**src/rtl/input_port_ctrl.sv**
```systemverilog
// Input-port controller for the wormhole router.
// Reads the flit at the input buffer head and computes the XY route for each
// head flit. It requests the switch allocator until the packet's tail flit has
// been popped, and forwards the popped flits on a registered output toward the
// crossbar.
// Optional feature: define IPC_ERR_CNT_EN to add err_cnt_o. This is a
// saturating 8-bit count of orphan BODY/TAIL flits that were popped and dropped
// while no packet was open.
module input_port_ctrl #(
  parameter int X_COORD = 0,
  parameter int Y_COORD = 0,
  parameter int COORD_W = 4
) (
  input  logic        clk,
  input  logic        rst_n,
  input  logic [63:0] buf_flit_i,
  input  logic        buf_empty_i,
  output logic        buf_pop_o,
  output logic [4:0]  req_o,
  input  logic        grant_i,
  input  logic        out_ready_i,
  output logic [63:0] flit_o,
  output logic        flit_valid_o
`ifdef IPC_ERR_CNT_EN
  ,
  output logic [7:0]  err_cnt_o
`endif
);

  // One-hot request encoding, bit order {LOCAL,WEST,SOUTH,EAST,NORTH}
  localparam logic [4:0] ReqNorth = 5'b00001;
  localparam logic [4:0] ReqEast  = 5'b00010;
  localparam logic [4:0] ReqSouth = 5'b00100;
  localparam logic [4:0] ReqWest  = 5'b01000;
  localparam logic [4:0] ReqLocal = 5'b10000;

  localparam logic [COORD_W-1:0] XC = COORD_W'(X_COORD);
  localparam logic [COORD_W-1:0] YC = COORD_W'(Y_COORD);

  typedef enum logic [1:0] {
    IDLE,
    REQ,
    ACTIVE
  } state_e;

  state_e             state_q;
  logic [4:0]         route_q;
  logic [63:0]        flit_q;
  logic               valid_q;

  logic [4:0]         route_d;
  logic               pop_d;
  logic [COORD_W-1:0] destX;
  logic [COORD_W-1:0] destY;
  logic               isHead;
  logic               isLast;

  // Type bit 62 marks HEAD/HEADTAIL; type bit 63 marks TAIL/HEADTAIL
  assign isHead = buf_flit_i[62];
  assign isLast = buf_flit_i[63];
  assign destX  = buf_flit_i[61 -: COORD_W];
  assign destY  = buf_flit_i[61-COORD_W -: COORD_W];

  // XY dimension-order route of the flit at the buffer head: resolve X first, then Y
  always_comb begin
    route_d = ReqLocal;
    if (destX > XC) begin
      route_d = ReqEast;
    end else if (destX < XC) begin
      route_d = ReqWest;
    end else if (destY > YC) begin
      route_d = ReqNorth;
    end else if (destY < YC) begin
      route_d = ReqSouth;
    end
  end

  // Pop orphans immediately in IDLE; in ACTIVE pop only when data and downstream credit exist.
  // Reset masks the pop so an orphan sitting at the head is not consumed during reset.
  always_comb begin
    pop_d = 1'b0;
    if (rst_n && !buf_empty_i) begin
      if (state_q == IDLE) begin
        pop_d = !isHead;
      end else if (state_q == ACTIVE) begin
        pop_d = out_ready_i;
      end
    end
  end

  // Packet FSM: latch the route on a head, wait for grant, then stream flits until the tail
  always_ff @(posedge clk or negedge rst_n) begin
    if (!rst_n) begin
      state_q <= IDLE;
      route_q <= '0;
      flit_q  <= '0;
      valid_q <= 1'b0;
    end else begin
      valid_q <= 1'b0;
      case (state_q)
        IDLE: begin
          if (!buf_empty_i && isHead) begin
            route_q <= route_d;
            state_q <= REQ;
          end
        end
        REQ: begin
          if (grant_i) begin
            state_q <= ACTIVE;
          end
        end
        ACTIVE: begin
          if (pop_d) begin
            flit_q  <= buf_flit_i;
            valid_q <= 1'b1;
            if (isLast) begin
              state_q <= IDLE;
            end
          end
        end
        default: begin
          state_q <= IDLE;
        end
      endcase
    end
  end

  assign buf_pop_o    = pop_d;
  assign req_o        = (state_q == IDLE) ? 5'b00000 : route_q;
  assign flit_o       = flit_q;
  assign flit_valid_o = valid_q;

`ifdef IPC_ERR_CNT_EN
  logic [7:0] errCnt_q;

  // Count orphan flits dropped in IDLE, sticking at the maximum value
  always_ff @(posedge clk or negedge rst_n) begin
    if (!rst_n) begin
      errCnt_q <= 8'd0;
    end else if (pop_d && (state_q == IDLE) && (errCnt_q != 8'hFF)) begin
      errCnt_q <= errCnt_q + 8'd1;
    end
  end

  assign err_cnt_o = errCnt_q;
`endif

endmodule

```
**config.mk**
```make
export PLATFORM = sky130hd
export DESIGN_NAME = input_port_ctrl
export DESIGN_NICKNAME = d
export VERILOG_FILES = /design/src/rtl/input_port_ctrl.sv
export SDC_FILE = /design/constraint.sdc
export NUM_CORES = 1
export LEC_CHECK = 0
export CAP_MARGIN = 20
export CORE_MARGIN = 2
export CORE_UTILIZATION = 41
export CTS_BUF_LIST = sky130_fd_sc_hd__clkbuf_16
export DETAILED_ROUTE_END_ITERATION = 10
export MAX_ROUTING_LAYER = met4
export PLACE_DENSITY_LB_ADDON = 0.08
export SYNTH_ARGS = -nofsm -noshare
export SYNTH_HDL_FRONTEND = slang
export SYNTH_SLANG_ARGS = --single-unit
export TNS_END_PERCENT = 1
```
**constraint.sdc**
```tcl
create_clock -name clk -period 1.71 [get_ports clk]
set_input_delay 0.342 -clock clk [delete_from_list [all_inputs] [get_ports clk]]
set_output_delay 0.342 -clock clk [all_outputs]
set_load 0.02 [all_outputs]
```
=== Word-level counts from Yosys, hierarchy flattened ===
Cells that the tools add are included.
W data, S select, Z words.

* Register bits: 72
* Bits of input ports: 69
* Word-level logic and storage cells: 37

* Magnitude comparators: 4
* Equality and inequality tests: 6
* Muxes and demuxes: 15
* Reductions and logical operators: 8

{| class="wikitable"
|+ Operator list
! operator !! count
|-
| $mux W5 || 5
|-
| $gt A4 B1 Y1 const B || 2
|-
| $lt A4 B1 Y1 const B || 2
|-
| $mux W2 || 4
|-
| $ne A2 B2 Y1 const B || 3
|-
| $pmux W2 S3 || 1
|-
| $mux W1 || 5
|-
| $reduce_and A2 Y1 || 2
|-
| $reduce_and A4 Y1 || 1
|-
| $eq A2 B1 Y1 const B || 1
|-
| $eq A2 B2 Y1 const B || 1
|-
| $logic_and A1 B1 Y1 || 2
|-
| $logic_not A1 Y1 || 2
|-
| $logic_not A2 Y1 || 1
|-
| $ne A2 B1 Y1 const B || 1
|}

=== Logic depth before layout (Yosys ltp) ===
* Depth after elaboration: 6
* Depth in mapped cells: 5
* Gate-level depth less buffers: 3

=== Least setup slack after synthesis ===
No wires, ideal clock.

* Path type: flip-flop to output port
* From: register state_q[1]
* To: output buf_pop_o
* Data arrival time: 1.304 ns
* Required time: 1.368 ns
* Path slack: 0.064 ns
* Cell stages (with the launch flop): 4
* Path through: dfrtp_1 nor2_1 a21oi_1 nor4b_1

* Word-level cells in the longest chain between the ends: 4
* Elaborated cells on any way between the ends: 5

{| class="wikitable"
|+ RTL lines
! what !! RTL line !! RTL
|-
| from (decl) || 46 || <nowiki>state_e state_q;</nowiki>
|-
| from (signal assigned) || 94 || <nowiki>state_q <= IDLE;</nowiki>
|-
| from (signal assigned) || 104 || <nowiki>state_q <= REQ;</nowiki>
|-
| from (signal assigned) || 109 || <nowiki>state_q <= ACTIVE;</nowiki>
|-
| $eq A2 B2 Y1 || 85 || <nowiki>end else if (state_q == ACTIVE) begin</nowiki>
|-
| $mux W1 || 85 ||
|-
| $mux W1 (*) || 83 || <nowiki>if (state_q == IDLE) begin</nowiki>
|-
| $mux W1 (*) || 82 || <nowiki>if (rst_n && !buf_empty_i) begin</nowiki>
|-
| to (decl) || 18 || <nowiki>output logic buf_pop_o,</nowiki>
|}

Every way passes the cells marked *; elsewhere a longest branch is shown, timed or not.

=== Final worst setup path ===
Same ends and word-level chain as after synthesis.

==> impl_results.md <==
* Cell Chain, Critical Path: nor2_4 > a21oi_2 > nor4b_2 > buf_4
* Fin. max-slew vios at 0
* CTS tree: yes
* Fin crit share at 100%
* Pwr dens at ~1800 mW/mm2
* DP Worst Slack at -0.524 ns
* Sink Count at 70
* WP buf/inv at 1
* Worst setup EP type: primary output
* Worst setup SP type: flip-flop
* DRC at 0
* Mapped Cells at ~170
* Port Buffers at approximately 140
* Reg clk slew, reported paths at 0.06 ns
* Setup violators final at 1
* LEAKAGE at roughly 2.1 nW
* DRT Pass-1 Iters at 4
* GRT Resource Usage Total at 16.8%
* Vias in the first global route at about 2,000
* First-pass GRT wire length at between 9000 and 10,000 um
* Yosys cell types at 23
* Initial core utilization at between 40% and 50%
* Total instance count after detailed placement at slightly above 400
* Most frequent cells in the layout: 131 x clkdlybuf4s50_1, 69 x dfrtp_1, 49 x mux2_4
* Worst Setup Slack, final at -0.00668 ns
* Register area share after synthesis at just under 60%
* Die Span Y at 89.2 um
* Final wirelength at between 6000 and 7000 um
* Failing checks: setup timing
* RSZ-0062 raised after global routing: true
* Fmax at just under 600 MHz
* Crit path max-delay family: flip-flops
* Synthesized area at slightly below 0.003 mm2
* Arrival time worst endpoint at between 1 and 1.5 ns
* Most common cell after layout, fill and taps aside: clkdlybuf4s50_1
* Layout area overhead at 60.2%
* Die area at between 0.007 and 0.008 mm2
* Drt wl/cell at approximately 15 um
* Worst-Skew Late Latency at 0.32 ns
* FF+latch count, synth at 70
* Antenna viol nets, final at 0
* Avg Inst Size Synth at ~17 um2
* Setup TNS Final at -0.00668 ns
* Largest net degree at the start of global routing at 36
* Final hold violation count at 0
* Worst min path class: input pin to asynchronous set/reset pin
* Max cap viols at 0
* Row count at 31
* I/O pin cnt at 140
* Worst Path Required at about 1.4 ns
* CP max stage delay at between 0.4 and 0.5 ns
* Antenna diode count at 0
* Critical Path Source: state_q[1]
* Minimum clock period at around 1.7 ns
* CTS Buf Count at 9
* Post-route clock skew at between 0.005 and 0.006 ns
* H-tree levels at 3
* Nets@finish at roughly 400
* Layout cells sized above 1 at around a third
* Status: finished with violations
* Post-DP HPWL at between 4000 and 5000 um
* Chip width at roughly 90 um
* Filler Cell Count at ~570
* DR iter-0 viols at 35
* Crit Path Max Fanout at 3
* Antenna violations before repair at 0
* Gp weighted congestion at 0.676
* Core area at about 0.0071 mm2
* CTS root buffer: clkbuf_16
* Fin cells at 430
* Yosys warnings at 0
* Vias per cell at approximately 4.5
* Maximum VDD drop at between 0.0009 and 0.001 V
* Vias at between 1,500 and 2,000
* Slowest-stage cell, CP: dfrtp_2
* Longest Clk Path Bufs at 2
* CP Class: flip-flop to primary output
* Reg2reg start: state_q[0]
* Final global-route overflow total at 0
==> sequential cells by signal, summed over array words and instances (netlist names) <==
| register | flops |
|---|---|
| flit_o | 64 |
| route_q | 3 |
| state_q | 2 |
| flit_valid_o | 1 |
==> metrics by stage <==
step / hold slack (ns) / power, W / util [%] / cell area, um2
floorplan: 0.0464 / 0.00501 / - / 2980
global route: 0.142 / 0.00922 / 66.8 / 4770
global placement: 0.338 / 0.00696 / 62.4 / 4450
finish: 0.0982 / 0.00878 / 66.8 / 4770
CTS: 0.107 / 0.00883 / 66.4 / 4740
detailed placement: 0.339 / 0.00701 / 62.4 / 4450
==> cell usage after synthesis (all sizes together) <==
cell     n  area (um2)
nor4     2        12.5
conb     1        3.75
o21a     1        7.51
nand3b   1        20.0
nand2    4        15.0
mux2    64         905
o22ai    1        6.26
nand3    1        5.00
nor2     4        22.5
nor2b    3        18.8
nand2b   1        8.76
o21ai    2        10.0
dfrtp   70        1750
a21oi    1        5.00
nor4b    2        17.5
or4b     1        10.0
buf      9         143
or2b     1        7.51
inv      2        7.51
==> worst paths after layout <==
check / endpoint / slack (ns) / cells after the start
setup / recovery: buf_pop_o / -0.007 / 4
hold / removal: flit_o[45] / 0.1 / 2
setup reg to reg: flit_o[42] / 0.04 / 5
hold reg to reg: route_q[4] / 0.48 / 2
max in group asynchronous: flit_o[6] / 0.96 / 3
min in group clk: route_q[4] / 0.48 / 2
==> what timing repair did <==
item	CTS	global route
hold buffers	1	0
gates resized for setup	20	6
buffers inserted	0	1
endpoints found under the setup margin	4	16
pin swaps	0	2
hold endpoints to repair	14	0
gates cloned	0	0
==> area by class of cell <==
| type | count | area [um2] | share of cell area [%] |
|---|---|---|---|
| flip-flops and latches | 70 | 1750 | 36.8 |
| clock inverters | 7 | 66.3 | 1.39 |
| clock buffers | 9 | 225 | 4.72 |
| well taps | 99 | 124 | 2.60 |
| repair buffers | 152 | 1490 | 31.3 |
| inverters | 2 | 7.51 | 0.157 |
| multi-input cells | 91 | 1100 | 23.0 |
==> logic make-up after synthesis <==
logic type | count (synthesis) | synth area share [%]
DFF | 70 | 58.8
buffers and inverters | 11 | 5.04
AOI/OAI and AO/OA | 5 | 0.967
and+or+nand+nor | 20 | 4.62
muxes | 64 | 30.4
other | 1 | 0.126
==> routing by layer <==
layer	vias to the layer above	GRT usage [%]	wire length (um)
met5	-	-	0
met4	0	7.33	96
met3	9	4.34	496
met2	87	25.0	2960
met1	937	21.7	2790
li1	904	-	-
==> power breakdown <==
| part | internal, W | switching [W] |
|---|---|---|
| sequential | 0.00244 | 0.000430 |
| combinational | 0.00241 | 0.00172 |
| clock | 0.00112 | 0.000662 |
| total | 0.00597 | 0.00281 |
Note: power is estimated with default switching activity, not from simulation.
